File: config.mk
export PLATFORM = sky130hd
export DESIGN_NAME = line_fetch_ctrl
export DESIGN_NICKNAME = d
export VERILOG_FILES = /design/src/rtl/line_fetch_ctrl.sv
export SDC_FILE = /design/constraint.sdc
export NUM_CORES = 1
export LEC_CHECK = 0
export ABC_CLOCK_PERIOD_IN_PS = 8200
export CAP_MARGIN = 20
export CORE_MARGIN = 2
export CORE_UTILIZATION = 40
export CTS_BUF_LIST = sky130_fd_sc_hd__clkbuf_4 sky130_fd_sc_hd__clkbuf_8 sky130_fd_sc_hd__clkbuf_16
export DETAILED_ROUTE_END_ITERATION = 16
export MAX_ROUTING_LAYER = met4
export PLACE_DENSITY = 0.74
export SETUP_SLACK_MARGIN = 0.4
export SLEW_MARGIN = 25
export SYNTH_ARGS = -nofsm -noshare
export SYNTH_HDL_FRONTEND = slang
export SYNTH_SLANG_ARGS = --single-unit
File: constraint.sdc
create_clock -name sys_clk -period 8.2 [get_ports sys_clk]
set_input_delay 0.82 -clock sys_clk [delete_from_list [all_inputs] [get_ports sys_clk]]
set_output_delay 0.82 -clock sys_clk [all_outputs]
set_load 0.005 [all_outputs]
File: src/rtl/line_fetch_ctrl.sv
// line_fetch_ctrl: refills the TFT line buffer one display line at a time.
// Each line_req reads one line from the frame buffer using fixed-length read bursts.
// Ports:
//   sys_clk, sys_rst                  clock and asynchronous active-high reset
//   enable, frame_base, frame_start   frame control inputs
//   line_req, underrun_clr            request pulse and sticky-flag clear
//   mem_req/mem_addr/mem_ack          burst read request handshake
//   mem_rd_valid/mem_rd_data          read beats returned by memory
//   PLB_BRAM_data/PLB_BRAM_we         line buffer write port
//   busy, line_idx, underrun          status outputs
module line_fetch_ctrl #(
  parameter int WORDS_PER_LINE    = 320,
  parameter int BURST_WORDS       = 16,
  parameter int LINES_PER_FRAME   = 1024,
  parameter int LINE_STRIDE_BYTES = 8192,
  parameter int LIDX_W            = 10
) (
  input  logic              sys_clk,
  input  logic              sys_rst,
  input  logic              enable,
  input  logic [31:0]       frame_base,
  input  logic              frame_start,
  input  logic              line_req,
  input  logic              underrun_clr,
  output logic              mem_req,
  output logic [31:0]       mem_addr,
  input  logic              mem_ack,
  input  logic              mem_rd_valid,
  input  logic [127:0]      mem_rd_data,
  output logic [127:0]      PLB_BRAM_data,
  output logic              PLB_BRAM_we,
  output logic              busy,
  output logic [LIDX_W-1:0] line_idx,
  output logic              underrun
);

  localparam int WC_W = $clog2(WORDS_PER_LINE + 1);
  localparam int BC_W = $clog2(BURST_WORDS + 1);
  localparam int BN_W = $clog2(WORDS_PER_LINE / BURST_WORDS + 1);

  localparam logic [31:0]       BURST_BYTES = 32'(BURST_WORDS * 16);
  localparam logic [31:0]       STRIDE      = 32'(LINE_STRIDE_BYTES);
  localparam logic [WC_W-1:0]   WPL         = WC_W'(WORDS_PER_LINE);
  localparam logic [BC_W-1:0]   BEAT_LAST   = BC_W'(BURST_WORDS - 1);
  localparam logic [LIDX_W-1:0] LINE_LAST   = LIDX_W'(LINES_PER_FRAME - 1);

  typedef enum logic [1:0] {
    S_IDLE,
    S_REQ,
    S_DATA
  } state_e;

  state_e              state_q, state_d;
  logic [31:0]         line_base_q, line_base_d;
  logic [BN_W-1:0]     burst_cnt_q, burst_cnt_d;
  logic [BC_W-1:0]     beat_cnt_q, beat_cnt_d;
  logic [WC_W-1:0]     word_cnt_q, word_cnt_d;
  logic [LIDX_W-1:0]   line_idx_q, line_idx_d;
  logic                pending_q, pending_d;
  logic                mem_req_q, mem_req_d;
  logic [31:0]         mem_addr_q, mem_addr_d;
  logic [127:0]        bram_data_q, bram_data_d;
  logic                bram_we_q, bram_we_d;
  logic                busy_q, busy_d;
  logic                underrun_q, underrun_d;
  logic [LIDX_W-1:0]   start_idx;

  always_comb begin
    state_d     = state_q;
    line_base_d = line_base_q;
    burst_cnt_d = burst_cnt_q;
    beat_cnt_d  = beat_cnt_q;
    word_cnt_d  = word_cnt_q;
    line_idx_d  = line_idx_q;
    pending_d   = pending_q;
    mem_req_d   = mem_req_q;
    mem_addr_d  = mem_addr_q;
    bram_data_d = mem_rd_data;
    bram_we_d   = 1'b0;
    underrun_d  = underrun_q;
    start_idx   = line_idx_q;

    // a request that arrives while a line is in flight sets the flag;
    // a set beats a simultaneous clear
    if (line_req && (state_q != S_IDLE)) begin
      underrun_d = 1'b1;
    end else if (underrun_clr) begin
      underrun_d = 1'b0;
    end

    unique case (state_q)
      S_IDLE: begin
        if (frame_start) begin
          start_idx  = '0;
          line_idx_d = '0;
        end
        if (line_req && enable) begin
          line_base_d = frame_base + 32'(start_idx) * STRIDE;
          burst_cnt_d = '0;
          beat_cnt_d  = '0;
          word_cnt_d  = '0;
          mem_req_d   = 1'b1;
          mem_addr_d  = line_base_d;
          state_d     = S_REQ;
        end
      end

      S_REQ: begin
        if (frame_start) begin
          pending_d = 1'b1;
        end
        if (mem_ack) begin
          mem_req_d = 1'b0;
          state_d   = S_DATA;
        end
      end

      S_DATA: begin
        if (frame_start) begin
          pending_d = 1'b1;
        end
        if (mem_rd_valid) begin
          bram_we_d  = 1'b1;
          beat_cnt_d = beat_cnt_q + 1'b1;
          word_cnt_d = word_cnt_q + 1'b1;
          if (beat_cnt_q == BEAT_LAST) begin
            beat_cnt_d = '0;
            if (word_cnt_d == WPL) begin
              state_d = S_IDLE;
              // a restart seen during the line takes effect here
              if (pending_d) begin
                line_idx_d = '0;
                pending_d  = 1'b0;
              end else if (line_idx_q == LINE_LAST) begin
                line_idx_d = '0;
              end else begin
                line_idx_d = line_idx_q + 1'b1;
              end
            end else begin
              burst_cnt_d = burst_cnt_q + 1'b1;
              mem_req_d   = 1'b1;
              mem_addr_d  = line_base_q + 32'(burst_cnt_d) * BURST_BYTES;
              state_d     = S_REQ;
            end
          end
        end
      end

      default: begin
        state_d = S_IDLE;
      end
    endcase

    busy_d = (state_d != S_IDLE);
  end

  always_ff @(posedge sys_clk or posedge sys_rst) begin
    if (sys_rst) begin
      state_q     <= S_IDLE;
      line_base_q <= '0;
      burst_cnt_q <= '0;
      beat_cnt_q  <= '0;
      word_cnt_q  <= '0;
      line_idx_q  <= '0;
      pending_q   <= 1'b0;
      mem_req_q   <= 1'b0;
      mem_addr_q  <= '0;
      bram_data_q <= '0;
      bram_we_q   <= 1'b0;
      busy_q      <= 1'b0;
      underrun_q  <= 1'b0;
    end else begin
      state_q     <= state_d;
      line_base_q <= line_base_d;
      burst_cnt_q <= burst_cnt_d;
      beat_cnt_q  <= beat_cnt_d;
      word_cnt_q  <= word_cnt_d;
      line_idx_q  <= line_idx_d;
      pending_q   <= pending_d;
      mem_req_q   <= mem_req_d;
      mem_addr_q  <= mem_addr_d;
      bram_data_q <= bram_data_d;
      bram_we_q   <= bram_we_d;
      busy_q      <= busy_d;
      underrun_q  <= underrun_d;
    end
  end

  assign mem_req       = mem_req_q;
  assign mem_addr      = mem_addr_q;
  assign PLB_BRAM_data = bram_data_q;
  assign PLB_BRAM_we   = bram_we_q;
  assign busy          = busy_q;
  assign line_idx      = line_idx_q;
  assign underrun      = underrun_q;

endmodule

==> results of run 1 <==
==> critical path, cell delays in order <==
cell and delay, ns:
clkdlybuf4s50_1 0.70, nor2b_1 0.10, ha_1 0.22, fa_1 0.40, a21o_1 0.19, a221oi_1 0.47
o211ai_1 0.35, nand3_1 0.19, xor2_1 0.09, mux2_2 0.26, o21ai_0 0.16
==> flip-flops by register name, indices dropped and copies added (netlist names) <==
name / flops
word_cnt_q: 9
state_q: 2
beat_cnt_q: 5
line_base_q: 32
pending_q: 1
underrun: 1
busy: 1
PLB_BRAM_data: 128
PLB_BRAM_we: 1
line_idx: 10
mem_req: 1
mem_addr: 32
burst_cnt_q: 5
==> Yosys cell counts, drive strengths merged (3+ instances only) <==
cell	number	area share, %
xor2	17	1.7
or3	3	0.23
o31ai	6	0.51
nand3	27	1.6
nor3	3	0.17
a21oi	20	1.1
or2	3	0.21
a211oi	3	0.25
mux2i	19	2.1
nand2	102	4.3
buf	5	0.32
nand4	8	0.56
ha	23	3.2
nor2b	15	1.1
clkbuf	17	0.73
and3	21	1.5
a21o	7	0.59
o21a	4	0.34
o21ai	86	4.8
and4	3	0.30
nor2	25	1.1
mux2	21	2.7
inv	15	0.63
dfrtp	228	64
xnor2	26	2.6
a22o	3	0.30
==> worst min-delay path by stage <==
stage | start | endpoint | slack (ns)
6_report | mem_addr[5] | mem_addr[5] | 0.48
5_1_grt | beat_cnt_q[3] | beat_cnt_q[3] | 0.49
4_1_cts | mem_addr[5] | mem_addr[5] | 0.48
3_5_place_dp | mem_addr[5] | mem_addr[5] | 0.47
3_3_place_gp | mem_addr[4] | mem_addr[4] | 0.46
2_1_floorplan | beat_cnt_q[3] | beat_cnt_q[3] | 0.45
==> cell type report <==
type                    instances  area [um2]  share of cell area [%]
clock inverters                10         153                    1.13
well taps                     280         350                    2.59
flip-flops and latches        228        5710                    42.1
repair buffers                345        3450                    25.4
multi-input cells             471        3060                    22.6
diodes                          4        10.0                  0.0739
inverters                      15        63.8                   0.471
clock buffers                  36         762                    5.62
==> logic make-up (layout without fill, tap and decap cells) <==
group / Yosys count / after routing
XOR/XNOR: 43 / 43
multiplexers: 40 / 40
flip-flops: 228 / 228
AO/OA/AOI/OAI: 143 / 143
other: 0 / 4
buffers and inverters: 37 / 406
adder cells (fa/ha/maj): 25 / 25
AND/OR/NAND/NOR: 220 / 220
==> power by group <==
| part | leakage, nW | internal [mW] | switching, mW |
|---|---|---|---|
| clock | 0.458 | 0.771 | 0.456 |
| combinational | 2.64 | 0.507 | 0.473 |
| sequential | 2.76 | 1.34 | 0.152 |
==> per-layer routing <==
metal | up-vias | share of wire (%) | GRT usage, %
li1 | 3262 | - | -
met1 | 3336 | 42 | 30.3
met2 | 253 | 49 | 39.0
met3 | 47 | 6.6 | 5.59
met4 | 0 | 3.1 | 7.72
met5 | - | 0 | -
==> reports/metrics.csv, run 1 <==
metric,value,unit
status,"finished, final reports clean",
"most common cell after layout, fill and taps aside",clkdlybuf4s50_1,
Post-Syn Area,8890,um2
fin area,13600,um2
TritonCTS clock tree,built,
minimum clock period,3.53,ns
# DRC,0,
crit path from,frame_start,
antenna-violating nets left,0,
Peak VDD IR,297,uV
final design utilization,62.1,%
Final Max Slew Viols,0,
GRT Util Overall,24.1,%
placed cell count,1339,
mux cell area share after synthesis,4.80,%
first-pass GRT wire length,41900,um
number of flops mapped to enable cells by yosys,0,
Max Clock Skew,0.0104,ns
CP arrival,3.96,ns
post-CTS setup buffer count,0,
Setup WS pre-CTS,4.17,ns
CTS Buf Count,26,
die width,153,um
XOR/XNOR Fraction of Synth Area,4.24,%
clock sink total,228,
Core ar.,21800,um2
Mean Syn Cell Area,12.1,um2
total power per unit cell area,273,nW/um2
setup ws final,4.67,ns
period utilisation layout,43.1,%
"Distinct cells, synth",56,
endpoints failing hold,0,
Design Power,3.70,mW
vias,6898,
CTS resizes,0,
Post-Layout Cell Count,1389,
min-delay worst type,reg2reg,
ys flop type,dfrtp_1,
sequential fraction of the synthesis area,64.2,%
post-synthesis simple-gate area fraction,11.9,%
CP Launch Type,input port,
"commonest non-fill, non-tap cells in the layout","clkdlybuf4s50_1, dfrtp_1, nand2_1",
drt first pass iters,5,
RSZ-0062 raised after global routing,no,
Area growth syn-to-layout,52.4,%
Port Buffers,341,
row cnt,54,
gpl congestion,0.896,
Skew-Pair Late Insertion Delay,0.53,ns
P_leak,5.86,nW
H-tree level count,1,
I/O pin cnt,342,
largest family of logic cells by synthesized area,simple AND/OR/NAND/NOR gates,
Least-Margin Pin Slew,0.833,ns
reg2reg end,line_idx[3],
placed inst area,12600,um2
RR Startpoint,state_q[0],
Final Setup Violations,0,
Detailed Place HPWL,21100,um
routed len/inst,19.9,um
Synth Area in Compound Gates,9.48,%
CP Max Fanout,13,
Initial Utilization,40.7,%
Final nets,1280,
crit path to,mem_addr[29],
layout cells sized above 1,7.96,%
Hold Slack,0.477,ns
Longest Clk Path Bufs,3,
initial antenna violation count,4,
Fmax achieved,0.283,GHz
Synthesized Nets,929,
Layout fillers,1759,
Critical Path RT,8.62,ns
final wirelength,27700,um
Hold Path Cell Cnt,2,
clock slew at reported path FFs,0.06,ns
Final TNS setup,0,ns
vias per cell,4.97,
relative slew slack,44.2,%
Crit Path Class,in2reg,
"Remaining Overflow, GRT",0,
Die Y,153,um
cell depth of the worst flop-to-flop path,9,
vias in the first global route,6884,
synth warn,0,
pin count of the biggest net entering global routing,98,
fraction of registers with async set/reset,100,%
drt initial violations,357,
Seq cells post-synth,228,
Max Cap Violations,0,
Synth Area in Adders,3.69,%
Mapped Cells,736,
Post-CTS Hold Buffers,0,
CTS root buf,clkbuf_16,
R2R Setup Slk,4.78,ns
die area,23400,um2
endpoint type of the worst setup path,flop,
Note: power is estimated with default switching activity, not from simulation.
==> run 2, diff against run 1 <==
- ABC_CLOCK_PERIOD_IN_PS: 8200 -> 3400
- clock period: 8.2 -> 3.4 ns (I/O delays scaled with it)
==> run 2 against run 1 <==
- cell area up 0.70%
- first-iteration DRC count up 18%
- flip-flop and latch count unchanged
- sequential power increased by 140%
- total power up 140%
- critical path type is now reg2reg
- largest power group unchanged
==> reports/metrics.csv, run 2 (synthesized netlist as in run 1, its figures left out) <==
metric,value,unit
status,"finished, final reports clean",
I/O pin cnt,342,
Skew-Pair Late Insertion Delay,0.52,ns
clock slew at reported path FFs,0.06,ns
TritonCTS clock tree,built,
Post-CTS Hold Buffers,0,
"most common cell after layout, fill and taps aside",clkdlybuf4s50_1,
endpoints failing hold,0,
GRT Util Overall,23.9,%
number of flip-flops in the largest register,128,
drt initial violations,421,
cell depth of the worst flop-to-flop path,10,
Die Y,153,um
die area,23400,um2
"Remaining Overflow, GRT",0,
sequential power share,40.1,%
Final Max Slew Viols,0,
fin area,13600,um2
Design Power,8.95,mW
layout cells sized above 1,8.98,%
die width,153,um
Port Buffers,341,
switching pwr,2.61,mW
P_leak,5.90,nW
antenna-violating nets left,0,
final wirelength,27500,um
Max Cap Violations,0,
relative slew slack,46.2,%
Final Setup Violations,0,
CP Launch Type,flop,
Detailed Place HPWL,20800,um
vias,6901,
Least-Margin Pin Slew,0.804,ns
Internal,6.34,mW
CTS Buf Count,26,
Final TNS setup,0,ns
Comb pwr share,27.1,%
period utilisation layout,84.2,%
R2R Setup Slk,0.54,ns
"commonest non-fill, non-tap cells in the layout","clkdlybuf4s50_1, dfrtp_1, nand2_1",
Critical Path RT,3.83,ns
Crit Path Class,reg2reg,
Final nets,1288,
Setup WS pre-CTS,0.165,ns
vias in the first global route,7013,
setup ws final,0.539,ns
RR Startpoint,line_idx[0],
Area growth syn-to-layout,53.5,%
H-tree level count,1,
Hold Path Cell Cnt,1,
row cnt,54,
Sw Ratio,29.1,%
pin count of the biggest net entering global routing,126,
Longest Clk Path Bufs,3,
Peak VDD IR,419,uV
first-pass GRT wire length,42100,um
Clk pwr share,32.9,%
drt first pass iters,5,
"Endpoint, Worst Hold",PLB_BRAM_data[99],
Fmax achieved,0.349,GHz
total power per unit cell area,656,nW/um2
min-delay worst type,in2reg,
clock sink total,228,
gpl congestion,0.887,
routed len/inst,19.6,um
endpoint type of the worst setup path,flop,
min-delay src,mem_rd_data[99],
CTS root buf,clkbuf_16,
RSZ-0062 raised after global routing,no,
minimum clock period,2.86,ns
CP arrival,3.29,ns
Max Clock Skew,0.0209,ns
# DRC,0,
Initial Utilization,40.7,%
Core ar.,21800,um2
initial antenna violation count,4,
CP Max Fanout,6,
reg2reg end,mem_addr[29],
vias per cell,4.94,
placed inst area,12700,um2
## run 2: worst max path at each step
stage / startpoint / end / depth (start not counted)
after detailed placement: frame_start / mem_addr[29] / 11
final: line_idx[0] / mem_addr[29] / 10
after global placement: frame_start / mem_addr[29] / 11
after global routing: line_idx[0] / mem_addr[29] / 10
after floorplan: sys_rst / PLB_BRAM_data[0] / 1
after CTS: line_idx[0] / mem_addr[29] / 10
## run 2: cell type report
class	count	area [um2]
fill	1717	8180
tap	280	350
inverter	15	63.8
multi-input combinational	471	3060
sequential	228	5710
clock buffer	34	747
antenna	4	10.0
timing repair buffer	353	3540
clock inverter	13	173
## run 2: power by group through the flow
stage          logic [mW]  registers, mW  clock network (mW)
2_1_floorplan        1.23           3.58                   0
3_3_place_gp         2.39           3.61                   0
3_5_place_dp         2.42           3.62                   0
4_1_cts              2.44           3.58                3.01
5_1_grt              2.68           3.65                3.13
6_report             2.42           3.59                2.94
## run 2: per-layer routing
layer,up-vias,GRT usage (%),routed length [um],share of wire (%)
li1,3265,-,-,-
met1,3352,31.2,11800,43
met2,247,38.1,13200,48
met3,37,5.53,1800,6.6
met4,0,5.91,658,2.4
met5,-,-,0,0
## run 2: critical path, cell delays in order, from the launching register on
cell	delay, ns
dfrtp_1	0.47
nor2b_1	0.18
ha_1	0.21
fa_1	0.41
a21o_1	0.19
a221oi_1	0.37
o211ai_1	0.27
nand3_1	0.17
xor2_1	0.08
mux2_2	0.25
o21ai_0	0.16
## run 2: metrics by stage
step / instances / utilization (%) / hold slack, ns
after global placement: 1345 / 58.1 / 0.460
after floorplan: 736 / - / 0.371
after global routing: 1398 / 62.5 / 0.235
after detailed placement: 1345 / 58.1 / 0.471
final: 1398 / 62.5 / 0.256
after CTS: 1392 / 62.4 / 0.236
## run 2: what timing repair did
action | in CTS | in global routing
resized for setup | 0 | 3
setup endpoints to repair | 0 | 5
buffers inserted | 0 | 2
